<file path="config.mk">
export PLATFORM = sky130hd
export DESIGN_NAME = mem_bus_arbiter
export DESIGN_NICKNAME = d
export VERILOG_FILES = /design/src/rtl/mem_bus_pkg.sv /design/src/rtl/owner_fifo.sv /design/src/rtl/mem_bus_arbiter.sv
export SDC_FILE = /design/constraint.sdc
export NUM_CORES = 1
export LEC_CHECK = 0
export CAP_MARGIN = 20
export CORE_AREA = 5 5 121 123
export DETAILED_ROUTE_END_ITERATION = 8
export DIE_AREA = 0 0 126 128
export RECOVER_POWER = 100
export SLEW_MARGIN = 25
export SYNTH_ARGS = -nofsm -noshare
export SYNTH_HDL_FRONTEND = slang
export SYNTH_HIERARCHICAL = 1
export SYNTH_SLANG_ARGS = --single-unit
</file>
<file path="constraint.sdc">
create_clock -name clk -period 2 [get_ports clk]
set_input_delay 0.3 -clock clk [delete_from_list [all_inputs] [get_ports clk]]
set_output_delay 0.3 -clock clk [all_outputs]
set_load 0.05 [all_outputs]
</file>
<file path="src/rtl/mem_bus_pkg.sv">
// Shared owner encoding and request-field bundle for the memory-bus arbiter.
package mem_bus_pkg;
    localparam logic OWNER_INST = 1'b0;
    localparam logic OWNER_DATA = 1'b1;
    localparam int   REQ_W      = 71;

    typedef struct packed {
        logic        wr;
        logic [1:0]  size;
        logic [31:0] addr;
        logic [3:0]  wstrb;
        logic [31:0] wdata;
    } req_fields_t;
endpackage

</file>
<file path="src/rtl/owner_fifo.sv">
// In-order record of which requester owns each outstanding transaction.
module owner_fifo #(
    parameter  int DEPTH = 2,
    localparam int PW    = (DEPTH > 1) ? $clog2(DEPTH) : 1,
    localparam int CW    = $clog2(DEPTH + 1)
) (
    input  logic          clk,
    input  logic          reset,
    input  logic          push,
    input  logic          din,
    input  logic          pop,
    output logic          dout,
    output logic [CW-1:0] count,
    output logic          full,
    output logic          empty
);
    logic [DEPTH-1:0] slots;
    logic [PW-1:0]    rd_ptr, wr_ptr;
    logic             do_push, do_pop;

    function automatic logic [PW-1:0] next_ptr(input logic [PW-1:0] p);
        return (p == PW'(DEPTH - 1)) ? '0 : p + PW'(1);
    endfunction

    assign full    = (count == CW'(DEPTH));
    assign empty   = (count == '0);
    assign do_push = push & ~full;
    assign do_pop  = pop & ~empty;
    assign dout    = slots[rd_ptr];

    always_ff @(posedge clk) begin
        if (reset) begin
            rd_ptr <= '0;
            wr_ptr <= '0;
            count  <= '0;
        end else begin
            if (do_push) begin
                slots[wr_ptr] <= din;
                wr_ptr        <= next_ptr(wr_ptr);
            end
            if (do_pop)
                rd_ptr <= next_ptr(rd_ptr);
            if (do_push && !do_pop)
                count <= count + CW'(1);
            else if (!do_push && do_pop)
                count <= count - CW'(1);
        end
    end
endmodule

</file>
<file path="src/rtl/mem_bus_arbiter.sv">
// Arbitrates inst/data requesters onto one sram-like port and routes in-order returns to their owner.
module mem_bus_arbiter
    import mem_bus_pkg::*;
#(
    parameter int MAX_OUTST   = 2,
    parameter int DATA_STREAK = 4
) (
    input  logic        clk,
    input  logic        reset,
    input  logic        inst_req,
    input  logic        inst_wr,
    input  logic [1:0]  inst_size,
    input  logic [31:0] inst_addr,
    input  logic [3:0]  inst_wstrb,
    input  logic [31:0] inst_wdata,
    output logic        inst_addr_ok,
    output logic        inst_data_ok,
    output logic [31:0] inst_rdata,
    input  logic        data_req,
    input  logic        data_wr,
    input  logic [1:0]  data_size,
    input  logic [31:0] data_addr,
    input  logic [3:0]  data_wstrb,
    input  logic [31:0] data_wdata,
    output logic        data_addr_ok,
    output logic        data_data_ok,
    output logic [31:0] data_rdata,
    output logic        mem_req,
    output logic        mem_wr,
    output logic [1:0]  mem_size,
    output logic [31:0] mem_addr,
    output logic [3:0]  mem_wstrb,
    output logic [31:0] mem_wdata,
    input  logic        mem_addr_ok,
    input  logic        mem_data_ok,
    input  logic [31:0] mem_rdata,
    output logic        err_orphan
);
    localparam int SW = $clog2(DATA_STREAK + 1);
    localparam int CW = $clog2(MAX_OUTST + 1);

    req_fields_t   inst_f, data_f, sel_f;
    logic          sel, sel_req, accept;
    logic          lock, lock_owner;
    logic [SW-1:0] streak;
    logic          streak_max;
    logic          head, full, empty, ret_ok;
    logic [CW-1:0] outst;

    assign inst_f = {inst_wr, inst_size, inst_addr, inst_wstrb, inst_wdata};
    assign data_f = {data_wr, data_size, data_addr, data_wstrb, data_wdata};

    assign streak_max = (streak == SW'(DATA_STREAK));

    // A stalled downstream request keeps its owner so mem_* never changes under the slave.
    always_comb begin
        sel = OWNER_INST;
        if (lock)
            sel = lock_owner;
        else if (data_req && !(inst_req && streak_max))
            sel = OWNER_DATA;
    end

    assign sel_req = (sel == OWNER_DATA) ? data_req : inst_req;
    assign mem_req = sel_req & ~full & ~reset;
    assign accept  = mem_req & mem_addr_ok;
    assign sel_f   = (sel == OWNER_DATA) ? data_f : inst_f;

    assign mem_wr    = sel_f.wr;
    assign mem_size  = sel_f.size;
    assign mem_addr  = sel_f.addr;
    assign mem_wstrb = sel_f.wstrb;
    assign mem_wdata = sel_f.wdata;

    assign inst_addr_ok = accept & (sel == OWNER_INST);
    assign data_addr_ok = accept & (sel == OWNER_DATA);

    assign ret_ok       = mem_data_ok & ~empty & ~reset;
    assign inst_data_ok = ret_ok & (head == OWNER_INST);
    assign data_data_ok = ret_ok & (head == OWNER_DATA);
    assign inst_rdata   = mem_rdata;
    assign data_rdata   = mem_rdata;

    owner_fifo #(.DEPTH(MAX_OUTST)) u_owner_fifo (
        .clk   (clk),
        .reset (reset),
        .push  (accept),
        .din   (sel),
        .pop   (ret_ok),
        .dout  (head),
        .count (outst),
        .full  (full),
        .empty (empty)
    );

    always_ff @(posedge clk) begin
        if (reset) begin
            lock       <= 1'b0;
            lock_owner <= OWNER_INST;
            streak     <= '0;
            err_orphan <= 1'b0;
        end else begin
            if (mem_req && !mem_addr_ok) begin
                lock       <= 1'b1;
                lock_owner <= sel;
            end else if (mem_addr_ok) begin
                lock <= 1'b0;
            end

            // Bound inst starvation: after DATA_STREAK data wins, inst gets one forced grant.
            if (!inst_req || inst_addr_ok)
                streak <= '0;
            else if (data_addr_ok && !streak_max)
                streak <= streak + SW'(1);

            if (mem_data_ok && outst == '0)
                err_orphan <= 1'b1;
        end
    end
endmodule

</file>
==> flow_summary_export.csv <==
group,metric,value,unit
sta,max_freq,444,MHz
setup_path,critPathLaunch,"streak[0]",
place,dp_hpwl,9710,um
floorplan,rows,43,
floorplan,start_util,15.1,%
power,p_per_area,482,nW/um2
setup_path,start_kind,"flop",
layout,regArea,265,um2
power,switching_share,41.8,%
grt,grtUsageMet3,5.46,%
setup_path,path_class,"flop to output port",
floorplan,dieArea,16100,um2
power,ir_drop,0.219,mV
sta,min_period,2250,ps
logic_synthesis,yosysTopAreaCellShare,32.0,%
logic_synthesis,ys_seq_elements,12,
logic_synthesis,syn_area_per_cell,9.19,um2
sta,tns,-13550,ps
layout,n_fill_cell,1415,
floorplan,ios,321,
setup_path,worstPathMaxFanout,8,
sta,rsz0062_at_grt,"yes",
run_status,violations,"setup timing",
logic_synthesis,synth_commonest_cells,"buf_4 (65), mux2_1 (58), mux2_2 (14)",
logic_synthesis,synth.area.top_cells,"mux2_1 (32%), buf_4 (24%), dfxtp_1 (9.8%)",
drt,vias_per_cell,3.88,
run_status,status,"finished, violations left",
drt,drtPass1Iterations,4,
sta,finClkSkew,2.48,ps
power,totalPowerFinal,2220,uW
logic_synthesis,syn_nets,405,
power,p_int,1290,uW
setup_path,rrSetupSlack,-40,ps
place,place_inst,576,
cts,cts.sinks,12,
drt,ant_nets,0,
drt,drt_iter0_markers,36,
layout,area_delta_synth_final,125,%
grt,use_met1,15.5,%
place,place_congestion,0.867,
power,power_frac_comb,71.2,%
sta,hold_ws,471,ps
grt,antenna_found_initial,1,
sta,period_share,113,%
flow_run,drv_cap,0,
grt,grt_pass1_vias,2599,
logic_synthesis,synth-main-ff-cell,"dfxtp_1",
setup_path,rr_endpoint,"u_owner_fifo/count[1]",
drt,vias,2271,
power,p_leak,0.00193,uW
layout,multi_input_area,1350,um2
setup_path,cp.required,1700,ps
cts,clk-insertion-delay-late,240,ps
sta,final_hold_viol_count,0,
setup_path,reg2reg_depth,9,
floorplan,chipWidth,126,um
layout,drive_gt1_share,44.3,%
cts,htreeDepth,1,
logic_synthesis,synth-async-reset-ratio,0,%
grt,grt_overflow,0,
drt,drt_wl_total,11200,um
sta,tightestPinTransition,500,ps
setup_path,endpoint_kind,"output port",
grt,grt_max_degree,32,
power,p_sw,927,uW
floorplan,core-area,13600,um2
layout,layout.nets,590,
floorplan,die-height,128,um
grt,top_usage_layer,"met2",
layout,num_antenna_cells,0,
sta,fin_ws,-253,ps
sta,slew_headroom,66.6,%
grt,grtUsageTotal,13.1,%
layout,fin_cells,586,
layout,final_area,4600,um2
grt,grt_pass1_wl,16100,um
place,dpl_cell_area,4040,um2
logic_synthesis,yosysMostFrequentCell,"buf_4",
power,clkPwrFrac,16.4,%
grt,grt_use_met2,22.4,%
logic_synthesis,ys_types,33,
setup_path,rr_startpoint,"u_owner_fifo/count[0]",
logic_synthesis,seq_area_frac_synth,12.8,%
cts,cts-root-buf,"clkbuf_16",
setup_path,arrival,1950,ps
power,seqPwrFrac,12.4,%
logic_synthesis,postSynthCellCount,222,
logic_synthesis,synth_area,2040,um2
sta,setup_violations,74,
worst_hold_path,hold_class,"flop to flop",
cts,cts_made_buffers,3,
drt,wl_per_cell,19.1,um
drt,post-route-drc-count,0,
sta,finalMaxSlewViolations,0,
setup_path,critPathCapture,"mem_wstrb[2]",
cts,ctsLongestPathBuffers,2,
cts,cts_tree,"yes",
cts,path_clk_slew,40,ps
logic_synthesis,ys_warn_count,6,
place,portBuffers,224,
logic_synthesis,synth_top_area_cell,"mux2_1",
logic_synthesis,synth_edf_count,2,
cells in the final DEF, fill, tap and decap left out, types with 2 or more instances in the layout:
cell | Yosys | final
a21oi_1 | 8 | 7
buf_12 | 0 | 9
buf_4 | 65 | 28
buf_6 | 6 | 60
buf_8 | 0 | 5
clkbuf_16 | 0 | 3
clkdlybuf4s50_1 | 0 | 145
dfxtp_1 | 10 | 6
dfxtp_2 | 0 | 4
dlygate4sd2_1 | 0 | 3
edfxtp_1 | 2 | 2
ha_4 | 0 | 2
inv_1 | 7 | 4
inv_2 | 1 | 4
mux2_1 | 58 | 14
mux2_2 | 14 | 26
mux2_4 | 0 | 32
nand2_1 | 5 | 5
nand2b_1 | 3 | 3
nor2_1 | 10 | 9
nor2b_1 | 1 | 2
nor3_1 | 3 | 3
nor3b_1 | 2 | 2
o21ai_0 | 5 | 5
or3_1 | 2 | 2
xor2_1 | 3 | 3
final cells by class:
type	instances	share of cell area (%)
repair buffers	252	57.6
multi-input cells	130	29.4
flip-flops and latches	12	5.77
well taps	180	4.90
clock buffers	3	1.63
inverters	8	0.653
clock inverters	1	0.0816
sequential cells by signal, indices dropped and copies added (netlist names):
name                 cells
lock                     1
u_owner_fifo/wr_ptr      1
streak                   3
err_orphan               1
u_owner_fifo/rd_ptr      1
u_owner_fifo/count       2
lock_owner               1
u_owner_fifo/slots       2
logic make-up (layout without fill, tap and decap cells):
group | Yosys count | after routing | share of synthesized area, %
AOI/OAI and AO/OA | 19 | 19 | 6.62
xor gates and xnor gates | 3 | 3 | 1.29
adders and majority gates | 3 | 3 | 1.84
buffers and inverters | 80 | 264 | 28.9
DFF | 12 | 12 | 12.8
muxes | 73 | 73 | 40.2
and+or+nand+nor | 32 | 32 | 8.34
critical path, stage by stage, from the launching register on:
cell and delay, ps:
dfxtp_2 330, inv_2 50, ha_4 150, and3_4 160
o21a_4 250, buf_4 150, buf_12 140, mux2_4 330
buf_8 160
through the flow:
step,utilization [%],setup WS (ps)
after global routing,33.9,-296
after global placement,29.8,-417
after CTS,33.5,-256
after floorplan,-,-438
after detailed placement,29.8,-454
final,33.9,-253
power groups by stage:
stage / registers (uW) / clock network (uW) / logic [uW]
floorplan: 287 / 0 / 1100
global placement: 280 / 0 / 1380
detailed placement: 281 / 0 / 1390
CTS: 277 / 372 / 1560
global route: 277 / 386 / 1650
finish: 276 / 364 / 1580
timing repair:
| item | CTS | global route |
|---|---|---|
| endpoints found under the setup margin | 77 | 74 |
| pin swaps | 1 | 1 |
| gates resized for setup | 122 | 18 |
| hold buffers | 0 | 0 |
| cloned | 1 | 0 |
| buffers inserted | 1 | 4 |
per-layer routing:
layer	up-vias	wire length, um
li1	1072	-
met1	1037	4520
met2	137	5310
met3	23	1130
met4	2	216
met5	-	13
worst min path at each step:
| stage | start | end | slack, ps | cells past startpoint |
|---|---|---|---|---|
| 2_1_floorplan | reset | lock_owner | 360 | 1 |
| 3_3_place_gp | err_orphan | err_orphan | 450 | 2 |
| 3_5_place_dp | err_orphan | err_orphan | 460 | 2 |
| 4_1_cts | err_orphan | err_orphan | 470 | 2 |
| 5_1_grt | err_orphan | err_orphan | 540 | 2 |
| 6_report | err_orphan | err_orphan | 470 | 2 |
(Power assumes the default switching activity.)
